## config.mk

```make
export PLATFORM = sky130hd
export DESIGN_NAME = id_pipe
export DESIGN_NICKNAME = d
export VERILOG_FILES = /design/src/rtl/id_pkg.sv /design/src/rtl/id_regfile.sv /design/src/rtl/id_pipe.sv
export SDC_FILE = /design/constraint.sdc
export NUM_CORES = 2
export LEC_CHECK = 0
export BUFFER_PORTS_ARGS = -buffer_cell sky130_fd_sc_hd__clkbuf_2
export CAP_MARGIN = 20
export CORE_MARGIN = 4
export CORE_UTILIZATION = 33
export CTS_CLUSTER_SIZE = 28
export DETAILED_ROUTE_END_ITERATION = 16
export PLACE_DENSITY = 0.54
export RECOVER_POWER = 50
export SLEW_MARGIN = 20
export SYNTH_ARGS = -nofsm -noshare
export SYNTH_HDL_FRONTEND = slang
export SYNTH_SLANG_ARGS = --single-unit
```

## constraint.sdc

```tcl
create_clock -name i_clk -period 3.3 [get_ports i_clk]
set_input_delay 0.165 -clock i_clk [delete_from_list [all_inputs] [get_ports i_clk]]
set_output_delay 0.165 -clock i_clk [all_outputs]
set_load 0.05 [all_outputs]
```

## src/rtl/id_pkg.sv

```systemverilog
// Shared encodings for the RV32I decode stage: opcodes, ALU codes, immediate
// formats and the ID/EX slice payload.
package id_pkg;

  localparam int unsigned XLEN  = 32;
  localparam int unsigned RIDX  = 5;
  localparam int unsigned ALU_W = 5;

  localparam logic [6:0] OPC_LUI    = 7'b0110111;
  localparam logic [6:0] OPC_AUIPC  = 7'b0010111;
  localparam logic [6:0] OPC_JAL    = 7'b1101111;
  localparam logic [6:0] OPC_JALR   = 7'b1100111;
  localparam logic [6:0] OPC_BRANCH = 7'b1100011;
  localparam logic [6:0] OPC_LOAD   = 7'b0000011;
  localparam logic [6:0] OPC_STORE  = 7'b0100011;
  localparam logic [6:0] OPC_OP_IMM = 7'b0010011;
  localparam logic [6:0] OPC_OP     = 7'b0110011;

  localparam logic [ALU_W-1:0] ALU_ADD  = 5'b00000;
  localparam logic [ALU_W-1:0] ALU_SUB  = 5'b10000;
  localparam logic [ALU_W-1:0] ALU_SLL  = 5'b00100;
  localparam logic [ALU_W-1:0] ALU_SLT  = 5'b10111;
  localparam logic [ALU_W-1:0] ALU_SLTU = 5'b11000;
  localparam logic [ALU_W-1:0] ALU_XOR  = 5'b00011;
  localparam logic [ALU_W-1:0] ALU_SRL  = 5'b00101;
  localparam logic [ALU_W-1:0] ALU_SRA  = 5'b00110;
  localparam logic [ALU_W-1:0] ALU_OR   = 5'b00010;
  localparam logic [ALU_W-1:0] ALU_AND  = 5'b00001;

  typedef enum logic [2:0] {IMM_I, IMM_S, IMM_B, IMM_U, IMM_J, IMM_NONE} imm_fmt_e;

  typedef struct packed {
    logic [XLEN-1:0]  pc;
    logic [XLEN-1:0]  rs1_data;
    logic [XLEN-1:0]  rs2_data;
    logic [XLEN-1:0]  imm;
    logic [RIDX-1:0]  rd;
    logic [2:0]       funct3;
    logic [ALU_W-1:0] alu_ctrl;
    logic             alu_src;
    logic             regwrite;
    logic             memwrite;
    logic             memtoreg;
    logic             jal;
    logic             jalr;
    logic             branch;
    logic             lui;
    logic             auipc;
    logic             illegal;
  } id_ex_t;

  function automatic logic [XLEN-1:0] gen_imm(input logic [XLEN-1:0] inst, input imm_fmt_e fmt);
    logic [XLEN-1:0] imm;
    case (fmt)
      IMM_I:   imm = {{20{inst[31]}}, inst[31:20]};
      IMM_S:   imm = {{20{inst[31]}}, inst[31:25], inst[11:7]};
      IMM_B:   imm = {{19{inst[31]}}, inst[31], inst[7], inst[30:25], inst[11:8], 1'b0};
      IMM_U:   imm = {inst[31:12], 12'b0};
      IMM_J:   imm = {{11{inst[31]}}, inst[31], inst[19:12], inst[20], inst[30:21], 1'b0};
      default: imm = '0;
    endcase
    return imm;
  endfunction

  // alt selects SUB over ADD and SRA over SRL (funct7[5])
  function automatic logic [ALU_W-1:0] alu_op(input logic [2:0] funct3, input logic alt);
    logic [ALU_W-1:0] op;
    case (funct3)
      3'b000:  op = alt ? ALU_SUB : ALU_ADD;
      3'b001:  op = ALU_SLL;
      3'b010:  op = ALU_SLT;
      3'b011:  op = ALU_SLTU;
      3'b100:  op = ALU_XOR;
      3'b101:  op = alt ? ALU_SRA : ALU_SRL;
      3'b110:  op = ALU_OR;
      default: op = ALU_AND;
    endcase
    return op;
  endfunction

endpackage

```

## src/rtl/id_regfile.sv

```systemverilog
// Architectural register file: unreset storage, hard-wired x0 and optional
// same-cycle write-back forwarding on both read ports.
module id_regfile
  import id_pkg::*;
#(
  parameter int unsigned NREG   = 32,
  parameter bit          BYPASS = 1'b1
) (
  input  logic            clk,
  input  logic [RIDX-1:0] rs1,
  input  logic [RIDX-1:0] rs2,
  output logic [XLEN-1:0] rs1_data,
  output logic [XLEN-1:0] rs2_data,
  input  logic            wb_en,
  input  logic [RIDX-1:0] wb_rd,
  input  logic [XLEN-1:0] wb_data
);

  localparam int unsigned AW = $clog2(NREG);

  logic [XLEN-1:0] mem [NREG];
  logic            wr;

  assign wr = wb_en && (wb_rd != '0) && (32'(wb_rd) < NREG);

  always_ff @(posedge clk) begin
    if (wr) mem[wb_rd[AW-1:0]] <= wb_data;
  end

  // x0 overrides the bypass, which overrides storage
  always_comb begin
    rs1_data = mem[rs1[AW-1:0]];
    rs2_data = mem[rs2[AW-1:0]];
    if (BYPASS && wb_en && (wb_rd == rs1)) rs1_data = wb_data;
    if (BYPASS && wb_en && (wb_rd == rs2)) rs2_data = wb_data;
    if (rs1 == '0) rs1_data = '0;
    if (rs2 == '0) rs2_data = '0;
  end

endmodule

```

## src/rtl/id_pipe.sv

```systemverilog
// RV32I instruction-decode stage: decoder, scoreboard interlock and a
// registered ID/EX slice with valid/ready on both sides.
module id_pipe
  import id_pkg::*;
#(
  parameter int unsigned NREG   = 32,
  parameter bit          BYPASS = 1'b1
) (
  input  logic             i_clk,
  input  logic             i_rst_n,
  input  logic             i_valid,
  output logic             o_ready,
  input  logic [XLEN-1:0]  i_inst,
  input  logic [XLEN-1:0]  i_pc,
  input  logic             i_flush,
  input  logic             i_wb_en,
  input  logic [RIDX-1:0]  i_wb_rd,
  input  logic [XLEN-1:0]  i_wb_data,
  output logic             o_valid,
  input  logic             i_ready,
  output logic [XLEN-1:0]  o_pc,
  output logic [XLEN-1:0]  o_rs1_data,
  output logic [XLEN-1:0]  o_rs2_data,
  output logic [XLEN-1:0]  o_imm,
  output logic [RIDX-1:0]  o_rd,
  output logic [2:0]       o_funct3,
  output logic [ALU_W-1:0] o_alu_ctrl,
  output logic             o_alu_src,
  output logic             o_regwrite,
  output logic             o_memwrite,
  output logic             o_memtoreg,
  output logic             o_jal,
  output logic             o_jalr,
  output logic             o_branch,
  output logic             o_lui,
  output logic             o_auipc,
  output logic             o_illegal
);

  localparam bit RV32E = (NREG == 16);

  logic [6:0]      opcode;
  logic [2:0]      funct3;
  logic [6:0]      funct7;
  logic [RIDX-1:0] rs1, rs2, rd;

  assign opcode = i_inst[6:0];
  assign rd     = i_inst[11:7];
  assign funct3 = i_inst[14:12];
  assign rs1    = i_inst[19:15];
  assign rs2    = i_inst[24:20];
  assign funct7 = i_inst[31:25];

  imm_fmt_e         imm_fmt;
  logic             use_rs1, use_rs2, use_rd, bad_enc, bad_reg, illegal, regwrite;
  logic             alu_src;
  logic [ALU_W-1:0] alu;

  // Per-opcode operand usage, immediate format and encoding legality
  always_comb begin
    imm_fmt = IMM_NONE;
    use_rs1 = 1'b0;
    use_rs2 = 1'b0;
    use_rd  = 1'b0;
    bad_enc = 1'b0;
    alu_src = 1'b0;
    alu     = ALU_ADD;
    case (opcode)
      OPC_OP: begin
        use_rs1 = 1'b1; use_rs2 = 1'b1; use_rd = 1'b1;
        alu = alu_op(funct3, funct7[5]);
        if (funct7 == 7'b0100000) bad_enc = !((funct3 == 3'b000) || (funct3 == 3'b101));
        else                      bad_enc = (funct7 != 7'b0000000);
      end
      OPC_OP_IMM: begin
        use_rs1 = 1'b1; use_rd = 1'b1; alu_src = 1'b1; imm_fmt = IMM_I;
        alu = alu_op(funct3, (funct3 == 3'b101) && funct7[5]);
        if (funct3 == 3'b001)      bad_enc = (funct7 != 7'b0000000);
        else if (funct3 == 3'b101) bad_enc = (funct7 != 7'b0000000) && (funct7 != 7'b0100000);
      end
      OPC_LOAD: begin
        use_rs1 = 1'b1; use_rd = 1'b1; alu_src = 1'b1; imm_fmt = IMM_I;
        bad_enc = (funct3 == 3'b011) || (funct3 == 3'b110) || (funct3 == 3'b111);
      end
      OPC_STORE: begin
        use_rs1 = 1'b1; use_rs2 = 1'b1; alu_src = 1'b1; imm_fmt = IMM_S;
        bad_enc = (funct3 > 3'b010);
      end
      OPC_BRANCH: begin
        use_rs1 = 1'b1; use_rs2 = 1'b1; imm_fmt = IMM_B; alu = ALU_SUB;
        bad_enc = (funct3 == 3'b010) || (funct3 == 3'b011);
      end
      OPC_JAL: begin
        use_rd = 1'b1; imm_fmt = IMM_J;
      end
      OPC_JALR: begin
        use_rs1 = 1'b1; use_rd = 1'b1; alu_src = 1'b1; imm_fmt = IMM_I;
        bad_enc = (funct3 != 3'b000);
      end
      OPC_LUI, OPC_AUIPC: begin
        use_rd = 1'b1; alu_src = 1'b1; imm_fmt = IMM_U;
      end
      default: bad_enc = 1'b1;
    endcase
  end

  assign bad_reg  = RV32E && ((use_rs1 && rs1[4]) || (use_rs2 && rs2[4]) || (use_rd && rd[4]));
  assign illegal  = bad_enc || bad_reg;
  assign regwrite = use_rd && !illegal;

  id_ex_t          dec, slice;
  logic [XLEN-1:0] rs1_data, rs2_data;

  id_regfile #(.NREG(NREG), .BYPASS(BYPASS)) u_regfile (
    .clk     (i_clk),
    .rs1     (rs1),
    .rs2     (rs2),
    .rs1_data(rs1_data),
    .rs2_data(rs2_data),
    .wb_en   (i_wb_en),
    .wb_rd   (i_wb_rd),
    .wb_data (i_wb_data)
  );

  always_comb begin
    dec          = '0;
    dec.pc       = i_pc;
    dec.rs1_data = rs1_data;
    dec.rs2_data = rs2_data;
    dec.imm      = gen_imm(i_inst, imm_fmt);
    dec.rd       = use_rd ? rd : '0;
    dec.funct3   = funct3;
    dec.alu_ctrl = alu;
    dec.alu_src  = alu_src;
    dec.regwrite = regwrite;
    dec.memwrite = (opcode == OPC_STORE) && !illegal;
    dec.memtoreg = (opcode == OPC_LOAD);
    dec.jal      = (opcode == OPC_JAL);
    dec.jalr     = (opcode == OPC_JALR);
    dec.branch   = (opcode == OPC_BRANCH);
    dec.lui      = (opcode == OPC_LUI);
    dec.auipc    = (opcode == OPC_AUIPC);
    dec.illegal  = illegal;
  end

  logic [NREG-1:1] busy, busy_nxt;
  logic [31:0]     busy_eff;
  logic            hazard, issue, valid_q;

  // With bypass a register being written back this cycle no longer blocks
  always_comb begin
    busy_eff = '0;
    for (int i = 1; i < int'(NREG); i++)
      busy_eff[i] = busy[i] && !(BYPASS && i_wb_en && (i_wb_rd == 5'(i)));
  end

  assign hazard  = (use_rs1 && busy_eff[rs1]) || (use_rs2 && busy_eff[rs2]) ||
                   (regwrite && busy_eff[rd]);
  assign o_ready = !hazard && !i_flush && (!valid_q || i_ready);
  assign issue   = i_valid && o_ready;

  // Clears first so a same-cycle set on the same register wins
  always_comb begin
    busy_nxt = busy;
    for (int i = 1; i < int'(NREG); i++) begin
      if (i_wb_en && (i_wb_rd == 5'(i))) busy_nxt[i] = 1'b0;
      if (i_flush && valid_q && slice.regwrite && (slice.rd == 5'(i))) busy_nxt[i] = 1'b0;
      if (issue && regwrite && (rd == 5'(i))) busy_nxt[i] = 1'b1;
    end
  end

  always_ff @(posedge i_clk or negedge i_rst_n) begin
    if (!i_rst_n) busy <= '0;
    else          busy <= busy_nxt;
  end

  always_ff @(posedge i_clk or negedge i_rst_n) begin
    if (!i_rst_n) begin
      valid_q <= 1'b0;
      slice   <= '0;
    end else if (i_flush) begin
      valid_q <= 1'b0;
    end else if (issue) begin
      valid_q <= 1'b1;
      slice   <= dec;
    end else if (i_ready) begin
      valid_q <= 1'b0;
    end
  end

  assign o_valid    = valid_q;
  assign o_pc       = slice.pc;
  assign o_rs1_data = slice.rs1_data;
  assign o_rs2_data = slice.rs2_data;
  assign o_imm      = slice.imm;
  assign o_rd       = slice.rd;
  assign o_funct3   = slice.funct3;
  assign o_alu_ctrl = slice.alu_ctrl;
  assign o_alu_src  = slice.alu_src;
  assign o_regwrite = slice.regwrite;
  assign o_memwrite = slice.memwrite;
  assign o_memtoreg = slice.memtoreg;
  assign o_jal      = slice.jal;
  assign o_jalr     = slice.jalr;
  assign o_branch   = slice.branch;
  assign o_lui      = slice.lui;
  assign o_auipc    = slice.auipc;
  assign o_illegal  = slice.illegal;

endmodule

```

==> flow_metrics.tcl <==
set metrics [dict create \
    setup_slack_ns 0.0394 \
    crit_path_start_kind "input pin" \
    grt_usage 0.217 \
    holdPathStages 4 \
    hold_viol 0 \
    top_level_ports 260 \
    viasPerCell 5.86 \
    top_layer_used "met5" \
    synth_edf_count 1024 \
    yosys_warnings 0 \
    wl_met1_um 84100 \
    path_clk_slew_ns 0.06 \
    irDropWorstVdd_mv 0.362 \
    worstMarginPinSlew_ns 2.73 \
    drive_gt1_frac 0.356 \
    hp-start "i_inst[20]" \
    reg2reg_depth 9 \
    setup_tns_ns 0 \
    synth_common_cells "edfxtp_1 (1024), mux4_2 (496), mux2i_1 (194)" \
    timing_worst_setup_path_type "in -> out" \
    initial_utilization 0.333 \
    ys_seq_elements 1207 \
    htreeDepth 4 \
    yosysTopAreaCell "edfxtp_1" \
    clock.fmax_ghz 0.307 \
    fill_cells 15600 \
    routed_wl_um 199000 \
    die_h_um 425 \
    port_buffers 259 \
    first_global_vias 36700 \
    drc 0 \
    rsz0062_at_grt "yes" \
    r2r_setup_slack_ns 0.11 \
    hold_end "o_imm[20]" \
    yosysSeqAreaShare 0.616 \
    cts_root_buffer "clkbuf_16" \
    core_area_sq_mm 0.172 \
    cts_tree "built" \
    worstPathMaxFanout 11 \
    outcome "finished, violations left" \
    violations "capacitance limit, slew limit" \
    syn2layout_area_growth_pct 19.8 \
    clk_path_buf_depth 3 \
    grt_max_degree 99 \
    netlist_instances 3337 \
    synth.most_common_cell "edfxtp_1" \
    ant_nets 0 \
    r2r-start "busy[8]" \
    ys_dominant_reg_cell "edfxtp_1" \
    netlist_top_cells_area "edfxtp_1 (54%), mux4_2 (19%), dfrtp_1 (8.0%)" \
    min_path_type "in -> reg" \
    grt-ovfl-total 0 \
    ys_async_sr_fraction 0.152 \
    antenna_found_initial 26 \
    drv_slew 221 \
    cp_data_arrival_time_ns 3.10 \
    routabilityCongestion 0.916 \
    period_needed_ns 3.26 \
    grt_pass1_wl_um 280000 \
    cap_violations 6 \
    placementRows 152 \
    clkSinkCount 1207 \
    die_area_sq_mm 0.181 \
    worst_skew_pair.late_latency_ns 0.78 \
    synth.top_cell.area_share 0.536 \
    slew-limit-headroom -0.820 \
    synth_area_sq_mm 0.0574 \
    yosysUniqueCellTypes 72 \
    rr_endpoint "busy[14]" \
    dp_slack_ns -0.0851 \
    endpoint_kind "output port" \
    die_w_um 425 \
    p_leak_uw 0.0236 \
    p_per_area_mw_per_mm2 544 \
    via_count 36700 \
    avgSynthCellArea_sq_um 17.2 \
    fin_skew_ns 0.0410 \
    drtPass1Iterations 6 \
    timing.final.crit_share 0.988 \
    met2_length_um 92100 \
    wl_met3_um 15600 \
    fin_nets 3951 \
    dp_hpwl_um 121000 \
    cp.required_ns 3.13 \
    numCtsBuffers 131 \
    drt_iter0_markers 4189 \
    wl_per_cell_um 31.7 \
    hold-worst-slack_ns 0.111 \
    setup_viol 0 \
]
[layer usage]
layer  global-route usage  vias to the layer above
li1                     -                    14900
met5                    0                        -
met2                0.339                     1799
met3               0.0431                      327
met1                0.302                    19700
met4               0.0748                       14
[report_power, final]
part           internal [uW]  total, uW  switching [uW]  leakage, uW
clock network           8890      14900            6030      0.00208
logic                   1800       5140            3340      0.00993
registers              17100      17300             265       0.0116
total                  27800      37400            9630       0.0236
[critical path: stages]
cell           delay [ns]
dlygate4sd3_1        0.55
clkbuf_2             0.19
nand2b_1             0.25
o21a_1               0.22
a211oi_2             0.27
nand4_1              0.15
buf_4                0.22
or4_1                0.48
nand4_1              0.11
buf_4                0.16
nor2_1               0.05
buf_4                0.14
buf_12               0.14
[cell families after synthesis]
group	Yosys count	synth area share
buffers and inverters	326	0.0243
xor gates and xnor gates	13	0.00199
other	1	0.0000654
DFF	1207	0.616
and+or+nand+nor	412	0.0346
AOI/OAI and AO/OA	519	0.0612
muxes	859	0.262
[layout by cell type, fill, tap and decap left out, types with 21 or more instances in the layout]
| cell type | Yosys | final |
|---|---|---|
| dlygate4sd3_1 | 0 | 68 |
| mux2_2 | 169 | 169 |
| o21ai_0 | 117 | 115 |
| a31oi_1 | 34 | 34 |
| o41ai_1 | 24 | 24 |
| nand2b_1 | 22 | 21 |
| conb_1 | 1 | 32 |
| o221ai_1 | 26 | 26 |
| dfrtp_1 | 183 | 183 |
| clkbuf_1 | 168 | 85 |
| buf_12 | 0 | 63 |
| nor2_4 | 0 | 31 |
| clkbuf_2 | 1 | 218 |
| nor2b_1 | 34 | 32 |
| nand2_1 | 102 | 102 |
| buf_4 | 3 | 214 |
| edfxtp_1 | 1024 | 1024 |
| nand3_1 | 32 | 30 |
| a211oi_1 | 73 | 70 |
| nand4_1 | 25 | 25 |
| inv_1 | 53 | 52 |
| mux4_2 | 496 | 496 |
| mux2i_1 | 194 | 194 |
| a21oi_1 | 93 | 93 |
| nor2_1 | 138 | 106 |
| clkbuf_16 | 0 | 138 |
[repair_timing]
action | in CTS | in global routing
pin swaps | 0 | 1
endpoints found under the hold margin | 380 | 0
hold buffers | 68 | 0
setup endpoints to repair | 1 | 3
gates resized for setup | 1 | 8
buffers inserted | 0 | 3
[sequential cells by signal (all words and copies together) (netlist names), 3 cells and up]
name and cells:
busy 31, u_regfile.mem 1024, o_rs1_data 32, o_imm 32
o_funct3 3, o_rs2_data 32, o_pc 32, o_alu_ctrl 5
o_rd 5
[how the worst max path moves through the flow]
| stage | slack (ns) | to | startpoint |
|---|---|---|---|
| floorplan | 0.007 | busy[24] | i_wb_rd[4] |
| global placement | -0.05 | o_pc[25] | i_wb_rd[2] |
| detailed placement | -0.09 | busy[17] | i_wb_rd[3] |
| CTS | 0.0009 | o_ready | busy[4] |
| global route | -0.03 | o_ready | i_inst[31] |
| finish | 0.04 | o_ready | i_inst[6] |
[layout make-up]
cell class                      instances  area (sq um)  share of cell area
Antenna cell                           12          30.0            0.000437
Clock buffer                          180          3640              0.0530
Clock inverter                         50           652             0.00949
Inverter                               53           200             0.00291
Multi-Input combinational cell       1835         21100               0.307
Sequential cell                      1207         35300               0.514
Tap cell                             2310          2890              0.0421
Timing Repair Buffer                  616          4900              0.0713
[per-stage QoR]
step / instance area (sq um) / instances / utilization / power, uW
floorplan: 57500 / 3368 / - / 20800
global placement: 63800 / 5950 / 0.371 / 22700
detailed placement: 63800 / 5950 / 0.371 / 22700
CTS: 68800 / 6248 / 0.400 / 37700
global route: 68700 / 6255 / 0.399 / 38700
finish: 68700 / 6263 / 0.399 / 37400
(Power assumes the default switching activity.)
